**src/rtl/mask_pkg.sv**
```systemverilog
// mask_pkg: shared mask width and dispenser FSM state encoding.
package mask_pkg;
  localparam int MASK_W = 128;
  typedef enum logic [1:0] {SEED_WAIT, DISCARD, RUN, RESEED} state_e;
endpackage

```
**src/rtl/mask_fifo.sv**
```systemverilog
// mask_fifo: power-of-two circular buffer holding captured mask words.
module mask_fifo
  import mask_pkg::*;
#(
  parameter int DEPTH = 4
) (
  input  logic                       clk,
  input  logic                       rst,
  input  logic                       push_i,
  input  logic [MASK_W-1:0]          data_i,
  input  logic                       pop_i,
  output logic [MASK_W-1:0]          data_o,
  output logic                       valid_o,
  output logic [$clog2(DEPTH+1)-1:0] fill_o
);
  localparam int AW = $clog2(DEPTH);
  localparam int FW = $clog2(DEPTH+1);
  localparam logic [FW-1:0] FULL = FW'(DEPTH);
  logic [MASK_W-1:0] mem_q [DEPTH];
  logic [AW-1:0] wr_ptr_q, wr_ptr_d, rd_ptr_q, rd_ptr_d;
  logic [FW-1:0] fill_q, fill_d;
  logic push, pop;
  assign push = push_i && fill_q != FULL;
  assign pop = pop_i && fill_q != '0;
  assign data_o = mem_q[rd_ptr_q];
  assign valid_o = fill_q != '0;
  assign fill_o = fill_q;
  always_comb begin
    wr_ptr_d = wr_ptr_q + AW'(push);
    rd_ptr_d = rd_ptr_q + AW'(pop);
    fill_d = fill_q + FW'(push) - FW'(pop);
  end
  always_ff @(posedge clk) begin
    if (rst) begin
      wr_ptr_q <= '0;
      rd_ptr_q <= '0;
      fill_q <= '0;
    end else begin
      wr_ptr_q <= wr_ptr_d;
      rd_ptr_q <= rd_ptr_d;
      fill_q <= fill_d;
    end
  end
  always_ff @(posedge clk) if (push) mem_q[wr_ptr_q] <= data_i;
endmodule

```
**src/rtl/mask_dispenser.sv**
```systemverilog
// mask_dispenser: seeds a PRNG, discards its first word, then buffers words as masks until a reseed is due.
module mask_dispenser
  import mask_pkg::*;
#(
  parameter int DEPTH = 4,
  parameter int RESEED_INTERVAL = 1024
) (
  input  logic                       clk,
  input  logic                       rst,
  input  logic                       seed_valid_i,
  input  logic [MASK_W-1:0]          seed_i,
  output logic                       seed_ready_o,
  output logic                       seed_en_o,
  output logic [MASK_W-1:0]          seed_o,
  input  logic [MASK_W-1:0]          prng_data_i,
  output logic                       prng_gen_en_o,
  output logic                       mask_valid_o,
  input  logic                       mask_ready_i,
  output logic [MASK_W-1:0]          mask_o,
  output logic [$clog2(DEPTH+1)-1:0] fill_o,
  output logic                       reseed_req_o
);
  localparam int FW = $clog2(DEPTH+1);
  localparam int CW = $clog2(RESEED_INTERVAL+1);
  localparam logic [FW-1:0] FULL = FW'(DEPTH);
  localparam logic [CW-1:0] LIMIT = CW'(RESEED_INTERVAL);
  state_e state_q, state_d;
  logic [CW-1:0] cnt_q, cnt_d;
  logic capture;
  assign seed_ready_o = state_q == SEED_WAIT || state_q == RESEED;
  assign reseed_req_o = seed_ready_o;
  assign seed_en_o = seed_ready_o && seed_valid_i;
  assign seed_o = seed_i;
  // Registered fill only: a same-cycle pop never frees room for a push.
  assign capture = state_q == RUN && fill_o < FULL;
  assign prng_gen_en_o = state_q == DISCARD || capture;
  always_comb begin
    cnt_d = state_q == DISCARD ? '0 : cnt_q + CW'(capture);
    state_d = seed_en_o ? DISCARD :
              state_q == DISCARD ? RUN :
              (capture && cnt_d == LIMIT) ? RESEED : state_q;
  end
  always_ff @(posedge clk) begin
    if (rst) begin
      state_q <= SEED_WAIT;
      cnt_q <= '0;
    end else begin
      state_q <= state_d;
      cnt_q <= cnt_d;
    end
  end
  mask_fifo #(.DEPTH(DEPTH)) u_fifo (
    .clk    (clk),
    .rst    (rst),
    .push_i (capture),
    .data_i (prng_data_i),
    .pop_i  (mask_ready_i),
    .data_o (mask_o),
    .valid_o(mask_valid_o),
    .fill_o (fill_o)
  );
endmodule

```
**config.mk**
```make
export PLATFORM = sky130hd
export DESIGN_NAME = mask_dispenser
export DESIGN_NICKNAME = d
export VERILOG_FILES = /design/src/rtl/mask_pkg.sv /design/src/rtl/mask_fifo.sv /design/src/rtl/mask_dispenser.sv
export SDC_FILE = /design/constraint.sdc
export NUM_CORES = 1
export LEC_CHECK = 0
export ABC_AREA = 1
export CAP_MARGIN = 5
export CORE_AREA = 2 2 206 208
export DETAILED_ROUTE_END_ITERATION = 7
export DIE_AREA = 0 0 208 210
export DONT_BUFFER_PORTS = 1
export PLACE_DENSITY_LB_ADDON = 0.15
export SYNTH_ARGS = -nofsm -noshare
export SYNTH_HDL_FRONTEND = slang
export SYNTH_SLANG_ARGS = --single-unit
```
**constraint.sdc**
```tcl
create_clock -name clk -period 11.05 [get_ports clk]
set_input_delay 1.105 -clock clk [delete_from_list [all_inputs] [get_ports clk]]
set_output_delay 1.105 -clock clk [all_outputs]
set_load 0.02 [all_outputs]
```
* Yosys cells after proc, flatten, opt, wreduce, memory -nomap -nowiden
Memories as Yosys holds them, arrays and structs flattened. A register that Yosys moved wholly into a read port is not among the register bits. Index checks and enable logic that the tools add are counted.
Operators by class: add/sub/neg operators 5, mux-type cells 7, $lt $le $gt $ge 1, eq/ne operators 5, reduce and logical (&&, ||, !) cells 12
Operators by type and width (count):
- $add 11x1->11 | 1
- $eq 11x11->1 const B | 1
- $mux 11 | 1
- $mux 2 | 3
- $reduce_bool 3->1 | 2
- $logic_and 1x1->1 | 5
- $add 2x1->2 | 2
- $eq 2x2->1 const B | 2
- $add 3x1->3 | 1
- $lt 3x3->1 const B | 1
- $mux 1 | 3
- $ne 3x3->1 const B | 1
- $sub 3x1->3 | 1
- $eq 2x1->1 const B | 1
- $logic_not 2->1 | 1
- $logic_or 1x1->1 | 2
- $reduce_bool 2->1 | 1
- $reduce_or 2->1 | 1
Word-level totals: word-level logic and storage cells 37, memories kept 1, bits of input ports 260, output and inout port bits 264, register bits after elaboration 20, memory bits (writable) 512
Memory list:
- u_fifo.mem_q | depth 4, bits a word 128, read ports 1, clocked after Yosys merged registers in 1, wr ports 1, RTL line mask_fifo.sv:19 | logic [MASK_W-1:0] mem_q [DEPTH];

* Logic depth before layout (Yosys ltp)
Gate-level depths: netlist (run 1).
depth in word-level cells 9, depth in mapped cells 18, gate-level depth less buffers 18

* Cells and area by module
From an unflattened synthesis (run 1), not the netlist that was laid out.
Unflattened totals: cell total of the unflattened synthesis 1531, area total of the unflattened synthesis 21025.2 um2
By module, submodules not included:
- mask_fifo | area an instance 19281.0 um2, seq. area each 15514.9 um2, cells each 1287, instances 1
- mask_dispenser | area an instance 1744.2 um2, seq. area each 260.2 um2, cells each 244, instances 1

* Worst setup path after synthesis (run 1)
Ideal clock, no wire load.
path type reg-to-reg, from register state_q[0], to memory u_fifo.mem_q[0][0], enable pin, required time 10.277 ns, stages on the path, launching flop included 7, arrival time 9.503 ns, buffers on the path 0, clock period less this slack 10.276 ns, path slack 0.774 ns, cell sequence dfxtp_1 -> inv_1 -> ha_1 -> inv_1 -> nor2_1 -> inv_1 -> nor3_1
Between the ends: cells in the longest elaborated chain, start to end 5
RTL lines:
- from (decl) | RTL line mask_dispenser.sv:27 | state_e state_q, state_d;
- from (signal assigned) | RTL line mask_dispenser.sv:48 | state_q <= state_d;
- $eq 2x2->1 | RTL line mask_dispenser.sv:35 | assign capture = state_q == RUN && fill_o < FULL;
- $logic_and 1x1->1 | RTL line mask_dispenser.sv:35
- $logic_and 1x1->1 | RTL line mask_fifo.sv:23 | assign push = push_i && fill_q != FULL;
- $mux 1 | RTL line mask_fifo.sv:44 | always_ff @(posedge clk) if (push) mem_q[wr_ptr_q] <= data_i;
- $mux 1 (not written as such) | RTL line mask_fifo.sv:44
- to (decl) | RTL line mask_fifo.sv:19
No other way between the ends.

==> results by group, run 1 <==
Worst setup path
  – Buf/Inv on CP: 3
  – CP dominant cell by count: buf_4
  – Max incr delay on CP: 0.75 ns
  – Crit-path max FO: 117
  – Reg2Reg Setup Slack: 8.17 ns
  – Data required, critical path: 9.95 ns
  – Crit path max-delay cell type: o22ai_1
  – Worst Setup End Kind: output port
  – Crit path DAT: 3.97 ns
  – Kind of cell adding the most delay to the critical path: buffers and inverters
  – Crit Path Category: reg -> out
  – Crit path cell chain: inv_6 > buf_4 > buf_4 > o21ai_0 > o22ai_1
  – Crit start category: register
  – R2R depth: 8
  – CP Depth: 5

Synth
  – Syn Std Cell Area: 20860 µm²
  – Synth area leaders: edfxtp_1 74%, o21ai_0 6.1%, nor2_1 5.2%
  – Distinct cell type count after synthesis: 29
  – Ys flop type: edfxtp_1
  – Syn Area/Cell: 13.74 µm²
  – Seq/Total Area, Yosys: 0.7561
  – #FFs+latches synth: 532
  – Post-synth EDFFs: 512
  – Post-synth net total: 1789
  – Area leader, netlist: edfxtp_1
  – Asr flop ratio synth: 0
  – Syn. warnings: 0
  – Area share of the leading cell type in the synthesized netlist: 0.7370
  – Synthesized instance count: 1518

Power and ir drop
  – Pwr Total: 5.341 mW
  – Leak: 7.052 nW
  – Worst VDD drop: 0.2214 mV
  – PD cells: 242.8 nW/µm²

Clock tree
  – CTS clk-pin slew, worst paths: 0.06 ns
  – Clk root buf: clkbuf_16
  – Clock latency on the worst-skew pair: 0.59 ns
  – CTS buffer count: 53
  – Number of H-tree levels: 2
  – # Post-CTS Setup Buffers: 0
  – Post-CTS Hold Fix Bufs: 0
  – Max clock buf depth: 3
  – CTS resizes: 0
  – CTS tree: done
  – TritonCTS Sinks: 532

Place
  – GPL Wtd Cong: 0.7672
  – IO Port Bufs: 0
  – Dpl ws: 6.584 ns
  – Final HPWL DP: 26730 µm
  – Placed Cells: 1855
  – Dpl cell area: 20370 µm²

Timing
  – Clk_skew: 0.01255 ns
  – RSZ-0062 raised after global routing: no
  – Fmax: 197.1 MHz
  – Fin. max-slew vios: 0
  – Worst-margin pin slew: 1.276 ns
  – Hold slack: 0.5353 ns
  – Setup violators final: 0
  – Fin worst setup slack: 5.975 ns
  – Fin crit period: 5.075 ns
  – Hold violation count in the final report: 0
  – Final Cycle Share: 0.4593
  – Max-slew headroom: 0.1492
  – Setup TNS Final: 0 ns

Global routing
  – Pin count of the biggest net entering global routing: 258
  – First-pass GRT wire length: 69680 µm
  – Total GRT Usage: 0.2122
  – Number of global-route vias before repair: 10940
  – Grt total ovfl: 0
  – Antenna violations before repair: 0

Cells and area
  – Design area: 22000 µm²
  – Share of layout cells above drive strength 1: 0.07442
  – Diode count: 0
  – Final Core Density: 0.5304
  – Filler Cells Inserted: 3419
  – Final Non-Filler Cells: 1950
  – Fin nets: 1642
  – Commonest non-fill, non-tap cells in the layout: 512 x edfxtp_1, 287 x nor2_1, 254 x o21ai_0
  – Area growth, synth to finish: 5.451%
  – Most common cell after layout, fill and taps aside: edfxtp_1

Floorplan
  – Die Y: 210 µm
  – Initial Util: 0.5030
  – CORE AREA: 41480 µm²
  – Std cell rows: 75
  – Die area: 43680 µm²
  – Ports: 524
  – DIE WIDTH: 208 µm

Run
  – Max-Cap Viols: 0

Drt
  – Post-route antenna net violation count: 0
  – Vias per std cell: 5.680
  – Vias after detailed routing: 11080
  – DRT Wirelength: 47420 µm
  – DRT iter0 DRCs: 685
  – DR pass1 iterations: 5
  – WL/cell: 24.32 µm
  – DRC viols: 0

Run status
  – Status: finished, final reports clean

Worst hold path
  – Hold Path Depth: 2
  – Hold Path Class: reg -> reg
## cell usage after synthesis (4+ instances only)
master and n:
buf_4 136, o21ai_1 4, o21ai_0 254, ha_1 10, nor3_1 5, nand3_1 11, a21oi_1 4, o22ai_1 128
nor2_1 287, clkbuf_1 61, nand2_1 21, inv_1 22, dfxtp_1 20, edfxtp_1 512, buf_2 18, nor2_2 4
## final timing paths
check	endpoint	start
min	state_q[1]	state_q[1]
max	mask_o[106]	u_fifo.rd_ptr_q[0]
min reg2reg	state_q[1]	state_q[1]
max reg2reg	u_fifo.mem_q[2][48]	state_q[0]
## sequential cells by signal, summed over array words and instances (netlist names)
| name | count |
|---|---|
| u_fifo.rd_ptr_q | 2 |
| cnt_q | 11 |
| u_fifo.fill_o | 3 |
| u_fifo.mem_q | 512 |
| state_q | 2 |
| u_fifo.wr_ptr_q | 2 |
## final cells by class
cell class | count | area [µm²] | share of cell area
Clock buffer | 66 | 1418 | 0.06444
Clock inverter | 29 | 215.2 | 0.009782
Tap cell | 539 | 674.4 | 0.03065
Inverter | 24 | 97.59 | 0.004436
Sequential cell | 532 | 15780 | 0.7174
Multi-Input combinational cell | 747 | 3677 | 0.1672
Timing Repair Buffer | 13 | 135.1 | 0.006142
## per-layer routing
metal,GRT usage,vias up,wire (µm)
met5,0.01446,-,84
met4,0.08168,4,1451
met3,0.1082,98,5620
met2,0.3330,439,22230
met1,0.2487,5378,18040
li1,-,5157,-
## power by group
group          switching (mW)  total (mW)  internal [mW]
Combinational            1.04        1.28          0.240
Clock                   0.722        1.70          0.974
Sequential             0.0510        2.37           2.31
## cells by family (layout without fill, tap and decap cells)
family                     after synthesis  count (layout)  synth area share
and+or+nand+nor                        337             337           0.06369
adders and majority gates               11              11          0.006957
DFF                                    532             532            0.7561
buffers and inverters                  239             132           0.06855
xor gates and xnor gates                 3               3          0.001260
AOI/OAI and AO/OA                      396             396            0.1034
## tightest hold or removal path: cells and delay by family (launching register included)
family | cells | cell delay, ns
compound gates | 1 | 0.09
flops | 1 | 0.31
buf+inv | 1 | 0.09
No activity file was read; power rests on OpenSTA's default activity.
==> run 2, diff against run 1 <==
--- a/config.mk
+++ b/config.mk
@@ -7,9 +7,9 @@
 export LEC_CHECK = 0
 export ABC_AREA = 1
 export CAP_MARGIN = 5
-export CORE_AREA = 2 2 206 208
+export CORE_AREA = 2 2 202 204
 export DETAILED_ROUTE_END_ITERATION = 7
-export DIE_AREA = 0 0 208 210
+export DIE_AREA = 0 0 204 206
 export DONT_BUFFER_PORTS = 1
 export PLACE_DENSITY_LB_ADDON = 0.15
 export SYNTH_ARGS = -nofsm -noshare
==> constraint.sdc (replaced) <==
create_clock -name clk -period 5.3 [get_ports clk]
set_input_delay 0.53 -clock clk [delete_from_list [all_inputs] [get_ports clk]]
set_output_delay 0.53 -clock clk [all_outputs]
set_load 0.02 [all_outputs]
==> run 2 against run 1 <==
Clock skew increased by 0.0042 ns; sequential power increased by 110%; wire length increased by 2.2%; final cell count decreased by 0.26%; largest power group unchanged; critical path depth decreased by 1; setup slack got worse by 4.5 ns; flip-flop and latch count unchanged; power increased by 100%; via count increased by 2.6%; highest routed layer unchanged.
==> results by group, run 2 (synthesis results as in run 1) <==
Power and ir drop
  – Comb power frac: 0.239
  – Leak: 7.027 nW
  – Clock power share: 0.307
  – Sw frac: 0.3397
  – PD cells: 499.0 nW/µm²
  – P_sw: 3.717 mW
  – Pwr Total: 10.94 mW
  – Seq pwr share: 0.454
  – Worst VDD drop: 0.3540 mV
  – Int Pwr: 7.224 mW

Worst hold path
  – Min-Delay Endpoint: u_fifo.mem_q[3][121]
  – Hold Path Class: in -> reg
  – Hold wc startpoint: prng_data_i[121]
  – Hold Path Depth: 0

Worst setup path
  – Crit path max-delay cell type: inv_4
  – Worst Setup End Kind: output port
  – Crit path cell chain: inv_4 > buf_4 > o21ai_0 > o22ai_1
  – Crit Reg-Reg Startpoint: state_q[0]
  – Crit-path max FO: 97
  – R2R depth: 8
  – Crit Path Category: reg -> out
  – Reg2Reg Setup Slack: 2.47 ns
  – Reg-to-reg endpoint: u_fifo.mem_q[3][76]
  – Crit start category: register
  – Max incr delay on CP: 0.77 ns
  – Data required, critical path: 4.77 ns
  – Crit path DAT: 3.28 ns

Place
  – Placed Cells: 1852
  – Final HPWL DP: 28800 µm
  – IO Port Bufs: 0
  – GPL Wtd Cong: 0.7936
  – Dpl ws: 2.135 ns

Drt
  – DRC viols: 0
  – DR pass1 iterations: 5
  – DRT Wirelength: 48480 µm
  – Post-route antenna net violation count: 0
  – DRT iter0 DRCs: 663
  – Vias per std cell: 5.842
  – Vias after detailed routing: 11360
  – WL/cell: 24.93 µm

Floorplan
  – Die Y: 206 µm
  – Std cell rows: 74
  – Die area: 42020 µm²
  – Initial Util: 0.5192
  – DIE WIDTH: 204 µm
  – CORE AREA: 40180 µm²
  – Ports: 524

Clock tree
  – Max clock buf depth: 3
  – CTS buffer count: 52
  – Clk root buf: clkbuf_16
  – TritonCTS Sinks: 532
  – CTS clk-pin slew, worst paths: 0.06 ns
  – CTS resizes: 0
  – CTS tree: done
  – # Post-CTS Setup Buffers: 0
  – Clock latency on the worst-skew pair: 0.58 ns
  – Number of H-tree levels: 2

Timing
  – Max-slew headroom: 0.2430
  – Setup TNS Final: 0 ns
  – Worst-margin pin slew: 1.136 ns
  – RSZ-0062 raised after global routing: no
  – Fmax: 262.3 MHz
  – Fin worst setup slack: 1.488 ns
  – Hold slack: 0.03890 ns
  – Clk_skew: 0.01673 ns
  – Setup violators final: 0
  – Hold violation count in the final report: 0
  – Final Cycle Share: 0.7192
  – Fin crit period: 3.812 ns
  – Fin. max-slew vios: 0

Global routing
  – First-pass GRT wire length: 69090 µm
  – Antenna violations before repair: 0
  – Pin count of the biggest net entering global routing: 134
  – Total GRT Usage: 0.2223
  – Number of global-route vias before repair: 10720
  – Grt total ovfl: 0

Cells and area
  – Commonest non-fill, non-tap cells in the layout: 512 x edfxtp_1, 287 x nor2_1, 254 x o21ai_0
  – Diode count: 0
  – Most flops, register: u_fifo.mem_q
  – Area growth, synth to finish: 5.092%
  – Most common cell after layout, fill and taps aside: edfxtp_1
  – Fin nets: 1646
  – Share of layout cells above drive strength 1: 0.07006
  – Final Non-Filler Cells: 1945
  – Max reg flops: 512

Run
  – Max-Cap Viols: 0

Run status
  – Status: finished, final reports clean
run 2: cell count changes in the layout (fill, tap and decap cells not counted), sizes merged:
cell,change
bufinv,-2
clkinvlp,-1
dlygate4sd3,+1
buf,+4
clkinv,-3
inv,-2
clkbuf,+5
run 2: metal layers:
| metal | vias up | global-route usage | wire length (µm) |
|---|---|---|---|
| li1 | 5164 | - | - |
| met1 | 5568 | 0.2541 | 17600 |
| met2 | 516 | 0.3409 | 22390 |
| met3 | 110 | 0.1372 | 7031 |
| met4 | 4 | 0.07583 | 1292 |
| met5 | - | 0.02738 | 170 |
run 2: repair_timing:
item / in CTS / in global routing
hold buffers: 1 / 0
endpoints found under the hold margin: 17 / 0
endpoints found under the setup margin: 0 / 0
run 2: worst max-delay path by stage:
stage	startpoint	end	slack, ns	cells past startpoint
finish	u_fifo.rd_ptr_q[1]	mask_o[19]	1.49	4
global route	u_fifo.rd_ptr_q[1]	mask_o[19]	1.30	4
CTS	u_fifo.rd_ptr_q[1]	mask_o[19]	1.44	4
global placement	u_fifo.rd_ptr_q[1]	mask_o[11]	2.12	4
floorplan	state_q[0]	u_fifo.mem_q[2][0]	-1.08	6
detailed placement	u_fifo.rd_ptr_q[1]	mask_o[11]	2.13	4
run 2: power by group through the flow:
stage,combinational (mW),sequential (mW),clock [mW]
2_1_floorplan,2.28,4.99,0
3_3_place_gp,2.62,5.06,0
3_5_place_dp,2.65,5.06,0
4_1_cts,2.65,4.98,3.44
5_1_grt,2.83,5.00,3.56
6_report,2.61,4.97,3.36
run 2: critical path, delay by kind of cell, from the launching register on:
family	cells	cell delay, ns
flip-flops	1	0.54
AO/OA/AOI/OAI	2	0.68
buffers and inverters	2	1.25
run 2: layout make-up:
cell class	count	area [µm²]
Inverter	24	97.59
Clock buffer	71	1414
Tap cell	532	665.6
Fill cell	3265	18260
Multi-Input combinational cell	747	3702
Timing Repair Buffer	18	150.1
Clock inverter	21	112.6
Sequential cell	532	15780
run 2: through the flow:
step                      utilization  instance area, µm²
after floorplan                     -               20880
after global placement         0.5074               20390
after detailed placement       0.5074               20390
after CTS                      0.5456               21920
after global routing           0.5456               21920
final                          0.5456               21920
==> run 3, diff against run 2 <==
--- a/config.mk
+++ b/config.mk
@@ -7,9 +7,9 @@
 export LEC_CHECK = 0
 export ABC_AREA = 1
 export CAP_MARGIN = 5
-export CORE_AREA = 2 2 202 204
+export CORE_AREA = 2 2 206 208
 export DETAILED_ROUTE_END_ITERATION = 7
-export DIE_AREA = 0 0 204 206
+export DIE_AREA = 0 0 208 210
 export DONT_BUFFER_PORTS = 1
 export PLACE_DENSITY_LB_ADDON = 0.15
 export SYNTH_ARGS = -nofsm -noshare
==> constraint.sdc (replaced) <==
create_clock -name clk -period 3.2 [get_ports clk]
set_input_delay 0.32 -clock clk [delete_from_list [all_inputs] [get_ports clk]]
set_output_delay 0.32 -clock clk [all_outputs]
set_load 0.02 [all_outputs]
==> run 3 against run 2 <==
Flip-flop and latch count did not move; clock power rose by 79%; wire length fell by 1.2%; global-route usage fell by 0.78 points; final cell count rose by 8.1%; non-clock buffer count rose by 143; utilization rose by 2.6 points; die area rose by 3.9%; combinational power rose by 88%; via count rose by 3.0%; register-to-register slack got worse by 1.8 ns; sequential share of layout area fell by 5.4 points; highest routed layer unchanged.
==> results by group, run 3 (synthesis results as in run 1) <==
Global routing
  – First-pass GRT wire length: 71000 µm
  – Number of global-route vias before repair: 11510
  – Grt total ovfl: 0
  – Antenna violations before repair: 4
  – Total GRT Usage: 0.2145
  – Pin count of the biggest net entering global routing: 141

Clock tree
  – CTS tree: done
  – Post-CTS Hold Fix Bufs: 130
  – TritonCTS Sinks: 532
  – Max clock buf depth: 3
  – # Post-CTS Setup Buffers: 0
  – CTS clk-pin slew, worst paths: 0.06 ns
  – Clk root buf: clkbuf_16
  – Clock latency on the worst-skew pair: 0.59 ns
  – CTS buffer count: 53
  – CTS resizes: 0
  – Number of H-tree levels: 2

Timing
  – Max-slew headroom: 0.4903
  – Fmax: 353.9 MHz
  – Final Cycle Share: 0.8830
  – Clk_skew: 0.01308 ns
  – Hold slack: 0.1776 ns
  – Setup TNS Final: 0 ns
  – Fin crit period: 2.826 ns
  – RSZ-0062 raised after global routing: no
  – Worst-margin pin slew: 0.7621 ns
  – Setup violators final: 0
  – Fin worst setup slack: 0.3743 ns
  – Hold violation count in the final report: 0
  – Fin. max-slew vios: 0

Cells and area
  – Filler Cells Inserted: 3274
  – Final Core Density: 0.5713
  – Final Non-Filler Cells: 2103
  – Most flops, register: u_fifo.mem_q
  – Commonest non-fill, non-tap cells in the layout: 512 x edfxtp_1, 286 x nor2_1, 254 x o21ai_0
  – Max reg flops: 512
  – Share of layout cells above drive strength 1: 0.08323
  – Most common cell after layout, fill and taps aside: edfxtp_1
  – Area growth, synth to finish: 13.58%
  – Fin nets: 1790
  – Design area: 23700 µm²

Drt
  – Vias per std cell: 5.567
  – DRC viols: 0
  – Vias after detailed routing: 11710
  – DRT Wirelength: 47890 µm
  – Post-route antenna net violation count: 0
  – DRT iter0 DRCs: 634
  – DR pass1 iterations: 5
  – WL/cell: 22.77 µm

Worst setup path
  – Crit-path max FO: 140
  – Data required, critical path: 2.88 ns
  – Crit path DAT: 2.51 ns
  – Crit Path Category: reg -> out
  – R2R depth: 10
  – Worst Setup End Kind: output port
  – Crit start category: register

Place
  – GPL Wtd Cong: 0.7776
  – Final HPWL DP: 28320 µm
  – Dpl ws: 0.6513 ns
  – IO Port Bufs: 0
  – Dpl cell area: 20700 µm²
  – Placed Cells: 1873

Floorplan
  – Std cell rows: 75
  – Die Y: 210 µm
  – Die area: 43680 µm²
  – Initial Util: 0.5030
  – DIE WIDTH: 208 µm
  – Ports: 524
  – CORE AREA: 41480 µm²

Power and ir drop
  – Clock power share: 0.315
  – Worst VDD drop: 0.5617 mV
  – Sw frac: 0.3361
  – Leak: 7.767 nW
  – Seq pwr share: 0.427
  – Int Pwr: 12.64 mW
  – Pwr Total: 19.03 mW
  – PD cells: 803.2 nW/µm²
  – Comb power frac: 0.258
  – P_sw: 6.398 mW

Run
  – Max-Cap Viols: 0

Run status
  – Status: finished, final reports clean

Worst hold path
  – Hold Path Class: in -> reg
  – Hold Path Depth: 4
==> run 3: changes by cell type in the layout (fill, tap and decap cells not counted), moves of 3 or more <==
cell / before / now
clkinv_2: 6 / 12
inv_1: 21 / 18
dlygate4sd3_1: 1 / 130
bufinv_16: 1 / 5
buf_12: 1 / 15
clkinv_1: 14 / 11
==> run 3: final cells by class <==
class,instances,area (µm²),area share
Multi-Input combinational cell,747,3722,0.1571
Clock buffer,69,1429,0.06030
Tap cell,539,674.4,0.02846
Sequential cell,532,15780,0.6661
Timing Repair Buffer,161,1722,0.07265
Inverter,24,100.1,0.004224
Antenna cell,2,5.005,0.0002112
Clock inverter,29,260.3,0.01098
==> run 3: worst paths after layout <==
check                                   startpoint                 end  slack (ns)
worst min-delay path                  mask_ready_i  u_fifo.rd_ptr_q[0]        0.18
worst max register to register    u_fifo.fill_o[1]    u_fifo.fill_o[2]        0.65
worst min register to register          state_q[1]          state_q[1]        0.57
worst max-delay path            u_fifo.rd_ptr_q[0]          mask_o[42]        0.37
==> run 3: worst max-delay path, stage by stage (launching register included) <==
cell and delay [ns]:
dfxtp_4 0.49, buf_12 0.42, o21ai_0 0.21, o22ai_1 0.62
==> run 3: per-layer routing <==
metal / part of all wire / GRT usage / vias to the layer above
li1: - / - / 5452
met1: 0.39 / 0.2610 / 5688
met2: 0.47 / 0.3410 / 433
met3: 0.088 / 0.07807 / 127
met4: 0.042 / 0.1017 / 8
met5: 0.0027 / 0.01669 / -
==> run 3: power by group through the flow <==
stage,sequential (mW),combinational [mW],clock (mW)
after floorplan,8.26,3.80,0
after global placement,8.26,4.72,0
after detailed placement,8.27,4.77,0
after CTS,8.12,4.97,6.12
after global routing,8.15,5.33,6.39
final,8.12,4.91,6.00
